`config.mk`:
```
export PLATFORM = sky130hd
export DESIGN_NAME = ac_motor_sequencer
export DESIGN_NICKNAME = d
export VERILOG_FILES = /design/src/rtl/ac_motor_sequencer.sv
export SDC_FILE = /design/constraint.sdc
export NUM_CORES = 1
export LEC_CHECK = 0
export BUFFER_PORTS_ARGS = -buffer_cell sky130_fd_sc_hd__buf_2
export CORE_ASPECT_RATIO = 1.4
export CORE_MARGIN = 2
export CORE_UTILIZATION = 45
export CTS_CLUSTER_DIAMETER = 80
export DETAILED_ROUTE_END_ITERATION = 6
export SYNTH_ARGS = -nofsm -noshare
export SYNTH_HDL_FRONTEND = slang
export SYNTH_SLANG_ARGS = --single-unit
```
`constraint.sdc`:
```
create_clock -name clk -period 13.9 [get_ports clk]
set_input_delay 1.39 -clock clk [delete_from_list [all_inputs] [get_ports clk]]
set_output_delay 1.39 -clock clk [all_outputs]
set_load 0.01 [all_outputs]
```
`src/rtl/ac_motor_sequencer.sv`:
```
// AC motor start/stop sequencer: precharge, power ramping, fault latch.
// Optional watchdog enabled with `define AC_MOTOR_SEQ_WATCHDOG_EN.
module ac_motor_sequencer #(
    parameter int PRECHARGE_CYCLES = 50000,
    parameter int RAMP_DIV         = 1024,
    parameter int STEP             = 1,
    parameter int WDT_CYCLES       = 65535
) (
    input  logic        clk,
    input  logic        rst_n,
    input  logic        start,
    input  logic [11:0] power_target,
    input  logic        fault_in,
    input  logic        fault_clr,
    input  logic        kick,
    output logic [11:0] power,
    output logic        enable,
    output logic        precharge,
    output logic [2:0]  state,
    output logic        fault,
    output logic        ready
);

    typedef enum logic [2:0] {
        IDLE      = 3'd0,
        PRECHARGE = 3'd1,
        RAMP      = 3'd2,
        RUN       = 3'd3,
        STOP      = 3'd4,
        FAULT     = 3'd5
    } state_e;

    state_e      state_q, state_d;
    logic [15:0] presc_q, presc_d;
    logic [19:0] pc_q, pc_d;
    logic [11:0] power_q, power_d;
    logic        enable_q, enable_d;
    logic        prech_q, prech_d;
    logic        fault_q, fault_d;
    logic        ready_q, ready_d;

    logic        active;
    logic        tick;
    logic        wdt_trip;
    logic [12:0] up13, dn13, tgt13;
    logic [11:0] ramp_val, stop_val, pow_nxt;

    assign active = (state_q == RAMP) || (state_q == RUN) ||
                    (state_q == STOP);
    assign tick   = ((state_q == RAMP) || (state_q == STOP)) &&
                    (presc_q == 16'(RAMP_DIV - 1));

`ifdef AC_MOTOR_SEQ_WATCHDOG_EN
    logic [31:0] wdt_q, wdt_d;

    // Watchdog counts while driving the motor; a kick or a passive state clears it
    always_comb begin
        wdt_d    = '0;
        wdt_trip = 1'b0;
        if (active && !kick) begin
            wdt_d    = wdt_q + 32'd1;
            wdt_trip = (wdt_q == 32'(WDT_CYCLES - 1));
        end
    end

    // Watchdog counter register
    always_ff @(posedge clk or negedge rst_n) begin
        if (!rst_n) wdt_q <= '0;
        else        wdt_q <= wdt_d;
    end
`else
    logic unused_wdog;
    assign unused_wdog = kick ^ (WDT_CYCLES == 0);
    assign wdt_trip    = 1'b0;
`endif

    // Power step toward the target (or toward 0 when stopping), 13-bit safe
    always_comb begin
        up13     = {1'b0, power_q} + 13'(STEP);
        dn13     = {1'b0, power_q} - 13'(STEP);
        tgt13    = {1'b0, power_target};
        ramp_val = power_q;
        if (tgt13 > {1'b0, power_q}) begin
            ramp_val = (up13 > tgt13) ? power_target : up13[11:0];
        end else if (tgt13 < {1'b0, power_q}) begin
            ramp_val = (dn13[12] || dn13 < tgt13) ? power_target : dn13[11:0];
        end
        stop_val = dn13[12] ? 12'd0 : dn13[11:0];
        pow_nxt  = power_q;
        if (tick) pow_nxt = (state_q == STOP) ? stop_val : ramp_val;
    end

    // State and counter registers
    always_ff @(posedge clk or negedge rst_n) begin
        if (!rst_n) begin
            state_q <= IDLE;
            presc_q <= '0;
            pc_q    <= '0;
        end else begin
            state_q <= state_d;
            presc_q <= presc_d;
            pc_q    <= pc_d;
        end
    end

    // Next-state logic; faults override every other transition
    always_comb begin
        state_d = state_q;
        unique case (state_q)
            IDLE: begin
                if (start) state_d = PRECHARGE;
            end
            PRECHARGE: begin
                if (!start)                                state_d = IDLE;
                else if (pc_q == 20'(PRECHARGE_CYCLES - 1)) state_d = RAMP;
            end
            RAMP: begin
                if (!start)                       state_d = STOP;
                else if (pow_nxt == power_target) state_d = RUN;
            end
            RUN: begin
                if (!start)                       state_d = STOP;
                else if (power_target != power_q) state_d = RAMP;
            end
            STOP: begin
                if (start)              state_d = RAMP;
                else if (power_q == '0) state_d = IDLE;
            end
            FAULT: begin
                if (fault_clr && !fault_in && !start) state_d = IDLE;
            end
            default: state_d = IDLE;
        endcase
        if (fault_in || wdt_trip) state_d = FAULT;

        presc_d = '0;
        if (state_d == state_q && !tick &&
            (state_q == RAMP || state_q == STOP)) begin
            presc_d = presc_q + 16'd1;
        end

        pc_d = '0;
        if (state_q == PRECHARGE && state_d == PRECHARGE) begin
            pc_d = pc_q + 20'd1;
        end
    end

    // Output next values, derived from the state being entered
    always_comb begin
        power_d   = power_q;
        enable_d  = 1'b0;
        prech_d   = 1'b0;
        fault_d   = (state_d == FAULT);
        ready_d   = (state_d == RUN);
        unique case (state_d)
            IDLE, PRECHARGE, FAULT: begin
                power_d = '0;
                prech_d = (state_d == PRECHARGE);
            end
            default: begin
                enable_d = 1'b1;
                prech_d  = 1'b1;
                if (state_d == state_q || (state_q == RAMP && state_d == RUN)) begin
                    power_d = pow_nxt;
                end
            end
        endcase
    end

    // Registered outputs
    always_ff @(posedge clk or negedge rst_n) begin
        if (!rst_n) begin
            power_q  <= '0;
            enable_q <= 1'b0;
            prech_q  <= 1'b0;
            fault_q  <= 1'b0;
            ready_q  <= 1'b0;
        end else begin
            power_q  <= power_d;
            enable_q <= enable_d;
            prech_q  <= prech_d;
            fault_q  <= fault_d;
            ready_q  <= ready_d;
        end
    end

    assign power     = power_q;
    assign enable    = enable_q;
    assign precharge = prech_q;
    assign state     = state_q;
    assign fault     = fault_q;
    assign ready     = ready_q;

endmodule

```
# Word-level counts from Yosys, hierarchy flattened
# Index checks and enable logic that the tools add are counted.
word_totals:
  reg_bits: 55
  inputBits: 18
  out_inout_bits: 19
  word_cells: 72
op_classes:
  add_sub_neg: 4
  order_cmp: 4
  n_eq_ne: 13
  n_mux: 25
  n_reduce_logical: 18
ops:
  columns: ["cell", "n"]
  rows:
  - ["2-to-1 mux 12 bit", 9]
  - ["2-to-1 mux 3 bit", 11]
  - ["adder 20 x 1 -> 20 bit, second input constant", 1]
  - ["equality test 20 x 16 -> 1 bit, second input constant", 1]
  - ["2-to-1 mux 20 bit", 1]
  - ["one-hot mux 3 bit (6 select lines)", 1]
  - ["adder 16 x 1 -> 16 bit, second input constant", 1]
  - ["equality test 16 x 10 -> 1 bit, second input constant", 1]
  - ["2-to-1 mux 16 bit", 1]
  - ["adder 12 x 1 -> 13 bit, second input constant", 1]
  - ["> comparator 13 x 12 -> 1 bit", 1]
  - ["less-than comparator 13 x 12 -> 1 bit", 1]
  - ["subtractor 12 x 1 -> 13 bit, second input constant", 1]
  - ["equality test 12 bit", 1]
  - ["> comparator 12 bit", 1]
  - ["logical NOT 12 bit", 1]
  - ["less-than comparator 12 bit", 1]
  - ["!= test 12 bit", 1]
  - ["equality test 3 x 2 -> 1 bit, second input constant", 3]
  - ["equality test 3 bit, second input constant", 3]
  - ["logical AND 1 bit", 7]
  - ["equality test 3 x 1 -> 1 bit, second input constant", 2]
  - ["logical NOT 3 bit", 2]
  - ["equality test 3 bit", 1]
  - ["other kinds (5)", 10]

# Longest topological paths before layout
logic_depth:
  depth_word: 18
  mapped_depth: 23
  mapped_depth_nobuf: 18

# Worst setup path before layout
# No wires, ideal clock.
synth_timing:
  path_kind: "register to register"
  from: "reg power_q[0], in the netlist power[0]"
  to: "reg presc_q[10]"
  setup_ns: 0.134
  arrival_time_ns: 5.212
  t_required_ns: 13.766
  setup_slack_ns: 8.553
  path_stages_with_launch: 20
  path_buffers: 2
  period_less_slack_ns: 5.347
  path_cell_list: "dfrtp_1 inv_1 ha_1 or3b_2 buf_2 or2_4 nor3_1 xnor2_1 ha_1 nand3_1 a311o_2 a21oi_2 mux2_4 a2111oi_4 a211oi_1 a2111o_1 or4_4 o21ai_2 buf_6 nor3_1"
synth_between:
  elab_chain_cells: 17
  word_cells_on_any_way: 29
  cone_classes: "add/sub (2); order compare (4); eq/ne (3); mux (16); reduce/logical (4)"
synth_lines:
  columns: ["item", "line", "source"]
  rows:
  - ["start: declaration", "36", "logic [11:0] power_q, power_d;"]
  - ["start signal: assignment", "179", "power_q <= power_d;"]
  - ["subtractor 12 x 1 -> 13 bit", "80", "dn13 = {1'b0, power_q} - 13'(STEP);"]
  - ["less-than comparator 13 x 12 -> 1 bit", "86", "ramp_val = (dn13[12] || dn13 < tgt13) ? power_target : dn13[11:0];"]
  - ["logical OR 1 bit", "86", null]
  - ["2-to-1 mux 12 bit", "86", null]
  - ["2-to-1 mux 12 bit", "85", "end else if (tgt13 < {1'b0, power_q}) begin"]
  - ["2-to-1 mux 12 bit", "83", "if (tgt13 > {1'b0, power_q}) begin"]
  - ["2-to-1 mux 12 bit (2 in series)", "90", "if (tick) pow_nxt = (state_q == STOP) ? stop_val : ramp_val;"]
  - ["equality test 12 bit", "119", "else if (pow_nxt == power_target) state_d = RUN;"]
  - ["2-to-1 mux 3 bit", "119", null]
  - ["2-to-1 mux 3 bit", "118", "if (!start) state_d = STOP;"]
  - ["one-hot mux 3 bit (6 select lines) *", "109", "unique case (state_q)"]
  - ["2-to-1 mux 3 bit *", "134", "if (fault_in || wdt_trip) state_d = FAULT;"]
  - ["via state_d[0]", "33", "state_e state_q, state_d;"]
  - ["equality test 3 bit *", "137", "if (state_d == state_q && !tick &&"]
  - ["logical AND 1 bit * (2 in series)", "137", null]
  - ["2-to-1 mux 16 bit *", "137", null]
  - ["via presc_d[10]", "34", "logic [15:0] presc_q, presc_d;"]
  - ["end signal: assignment", "101", "presc_q <= presc_d;"]
  - ["end: declaration", "34", null]
# Mark *: on every way through the listed nets, which the timed path passes. The rest lies on a longest branch.
# A chain may end at the register's enable or synchronous reset.

# Final worst setup path
layout_timing:
  from: "reg power_q[0], in the netlist power[0]"
  to: "reg presc_q[2]"
layout_between:
  elab_chain_cells: 17
  word_cells_on_any_way: 29
  cone_classes: "add/sub (2); order compare (4); eq/ne (3); mux (16); reduce/logical (4)"
layout_lines:
  columns: ["item", "line"]
  rows:
  - ["subtractor 12 x 1 -> 13 bit", "80"]
  - ["less-than comparator 13 x 12 -> 1 bit", "86"]
  - ["logical OR 1 bit", "86"]
  - ["2-to-1 mux 12 bit", "86"]
  - ["2-to-1 mux 12 bit", "85"]
  - ["2-to-1 mux 12 bit", "83"]
  - ["2-to-1 mux 12 bit (2 in series)", "90"]
  - ["equality test 12 bit", "119"]
  - ["2-to-1 mux 3 bit", "119"]
  - ["2-to-1 mux 3 bit", "118"]
  - ["one-hot mux 3 bit (6 select lines) *", "109"]
  - ["2-to-1 mux 3 bit *", "134"]
  - ["equality test 3 bit *", "137"]
  - ["logical AND 1 bit * (2 in series)", "137"]
  - ["2-to-1 mux 16 bit *", "137"]
  - ["via presc_d[2]", "34"]
# Marked as above.

==> run metrics <==
outcome finished, final reports clean; GP Congestion 1.03; share of cells above drive strength 1 11.1%; Reg2Reg Depth 17; initial drt markers 335; Primary FF master, synth dfrtp_1; Syn Nets 709; Reg-to-Reg Start power[0]$_DFFE_PN0P_; fin crit period 6.93 ns; Avg Cell Area, Syn 8.09 sq um; Hold Buf Count CTS 0; row cnt 46; port buffer count 35; RSZ-0062 raised after global routing no; Vias 5207; Top delay family on crit path compound AO/OA/AOI/OAI gates; Clock Path Buffers 2; Fin. Hold Viols 0; starting density of the core 46.3%; Arr. time, crit path 7.07 ns; Ports 37; metal2 WL 8.43 mm; #FFs+latches synth 55; drc violations 0; Buf/Inv on CP 1; Critical Setup Path Class reg2reg; total grt overflow 0; switching part of the total power 28.9%; most frequent cells in the layout nand2_1 (62), nor2_1 (57), dfrtp_1 (55); area taken by multi-input logic gates 3610 sq um; core box area 11400 sq um; antenna violations before repair 0; post-synth cell types 80; drt wl/cell 21.1 um; dpl hpwl 13.2 mm; storage element area 1380 sq um; Num Clock Sinks 55; Critical Path Source Type register; Via density 6.40; first-pass GRT wire length 26.5 mm; CP Cell Sequence inv_1, ha_1, or3b_2, or2_4, nor3_1, xnor2_1, ha_1, nand3_1, a311o_2, a21oi_2, mux2_4, a2111oi_4, a211oi_1, a2111o_1, or4_4, o21ai_2, nor3_1; Final Max Slew Viols 0; final clock skew 0.00485 ns; post_cts resized 0; vias in the first global route 5000; largest net degree at the start of global routing 56; setup violators final 0; ys async rst share 100%; Clock transition at path regs 0.07 ns; slowest stage delay, CP 0.63 ns; CTS buffer count 5; crit-path max FO 18; Clock Latency Late Sink 0.29 ns; CTS tree done; CTS Root Cell clkbuf_16; power share of the clock group 37.5%; Worst R2R End presc_q[2]$_DFF_PN0_; # H-tree levels 2; P_int 0.000277 W; Yosys warning total 0; Cell Pwr Density 68.3 nW/um^2; number of flops mapped to enable cells by yosys 0; max-cap violations 0; Worst slew margin 20.6%; post-synthesis cell area 5280 sq um; Placed Area 5520 sq um; Die Area 12600 sq um; highest routed layer met4; die width 95.5 um; fin crit share 49.8%; Post-layout nets 725; most common cell after layout, fill and taps aside nand2_1; Seq/Total Area, Yosys 26.1%; Fmax 144 MHz; Slowest-stage cell, CP a21oi_2; Leakage Power 2.55 nW; DR WL met3 1.07 mm; worst slew pin tran 1.18 ns; Worst path depth 17; CP Capture Type register; reg-to-reg slack, setup 6.97 ns; hold endpoint pc_q[0]$_DFF_PN0_; post-route design area 5700 sq um; Post-CTS Setup Inserts 0; WL met1 6.50 mm; Detailed Route WL 17.1 mm; switching pwr 0.000113 W; Syn Inst Count 652; Min-Delay Path Class reg2reg; synth-to-layout area growth 7.99%; FILL cells 1147; Util after Layout 50.0%; First-pass DRT Iterations 5; combinational share of power 20.2%; final antenna-violating net count 0; GRT Total Usage 27.1%; Worst Path Required 14.04 ns; Setup TNS Final 0 ns; sequential power share 42.4%; hold depth 1; antenna cells 0; Die Ht 132 um; min-delay src pc_q[0]$_DFF_PN0_; VDD IR max 59.7 uV
power by group through the flow:
| stage | Combinational, W | Sequential, W | Clock, W |
|---|---|---|---|
| after floorplan | 0.0000510 | 0.000168 | 0 |
| after global placement | 0.0000755 | 0.000168 | 0 |
| after detailed placement | 0.0000769 | 0.000168 | 0 |
| after CTS | 0.0000771 | 0.000165 | 0.000149 |
| after global routing | 0.0000854 | 0.000165 | 0.000155 |
| final | 0.0000785 | 0.000165 | 0.000146 |
cells by family (layout without fill, tap and decap cells):
group           count (synthesis)  in the layout  synth area share (%)
simple gates                  270            270                  26.2
flops                          55             55                  26.1
xor+xnor                       56             56                  9.30
buf+inv                        69             86                  5.62
compound gates                153            153                  21.5
fa+ha+maj                      39             39                  9.25
mux                            10             10                  2.04
metrics by stage:
stage	total power (W)	std cells	setup WS (ns)	hold WS, ns
2_1_floorplan	0.000219	652	8.55	0.441
3_3_place_gp	0.000244	805	7.13	0.463
3_5_place_dp	0.000245	805	7.10	0.461
4_1_cts	0.000391	813	7.09	0.475
5_1_grt	0.000406	813	6.70	0.501
6_report	0.000389	813	6.97	0.474
worst max path at each step:
stage / start / to / slack, ns
6_report: power[0]$_DFFE_PN0P_ / presc_q[2]$_DFF_PN0_ / 6.97
5_1_grt: power[0]$_DFFE_PN0P_ / presc_q[10]$_DFF_PN0_ / 6.70
4_1_cts: power[0]$_DFFE_PN0P_ / presc_q[10]$_DFF_PN0_ / 7.09
3_5_place_dp: power[0]$_DFFE_PN0P_ / presc_q[3]$_DFF_PN0_ / 7.10
3_3_place_gp: power[0]$_DFFE_PN0P_ / presc_q[12]$_DFF_PN0_ / 7.13
2_1_floorplan: power[0]$_DFFE_PN0P_ / presc_q[10]$_DFF_PN0_ / 8.55
Yosys cell counts, types with 4 or more instances:
library cell | instances | area share [%]
nand2_1 | 62 | 4.4
nor2_1 | 57 | 4.1
dfrtp_1 | 55 | 26
ha_1 | 39 | 9.3
nor3_1 | 39 | 3.7
inv_1 | 37 | 2.6
xnor2_1 | 37 | 6.1
nand3_1 | 26 | 2.5
a21oi_1 | 25 | 2.4
o21ai_0 | 24 | 2.3
clkbuf_1 | 20 | 1.4
and3_1 | 19 | 2.3
xor2_1 | 19 | 3.2
nand4_1 | 16 | 1.9
a21o_1 | 13 | 1.9
a211oi_1 | 12 | 1.7
a22o_1 | 7 | 1.2
mux2i_1 | 7 | 1.3
buf_2 | 6 | 0.57
nand2b_1 | 6 | 0.71
nor4_1 | 6 | 0.71
o211ai_1 | 6 | 0.85
a31oi_1 | 5 | 0.59
or4_1 | 5 | 0.71
a221oi_1 | 4 | 0.66
and2_1 | 4 | 0.47
and4_1 | 4 | 0.66
buf_6 | 4 | 0.85
nor2b_1 | 4 | 0.47
o22ai_1 | 4 | 0.47
o31ai_1 | 4 | 0.57
worst register-to-register path, stage by stage, from the launching register on:
cell and delay [ns]:
dfrtp_1 0.57, inv_1 0.33, ha_1 0.31, or3b_2 0.58
or2_4 0.33, nor3_1 0.18, xnor2_1 0.18, ha_1 0.36
nand3_1 0.23, a311o_2 0.48, a21oi_2 0.63, mux2_4 0.37
a2111oi_4 0.30, a211oi_1 0.15, a2111o_1 0.47, or4_4 0.54
o21ai_2 0.60, nor3_1 0.15
flip-flops by register name, indices dropped and copies added, names as in the netlist:
register	cells
pc_q	20
presc_q	16
power	12
state	3
enable	1
fault	1
precharge	1
ready	1
final cells by class:
class / count / area share (%)
clock inverters: 2 / 0.615
multi-input cells: 528 / 63.3
well taps: 144 / 3.16
flip-flops and latches: 55 / 24.2
repair buffers: 41 / 3.87
clock buffers: 6 / 2.44
inverters: 37 / 2.44
layer usage:
layer	global-route usage, %	vias up
li1	-	2443
met1	31.4	2462
met2	46.2	235
met3	3.43	67
met4	16.7	0
met5	0	-
Note: power is estimated with default switching activity, not from simulation.
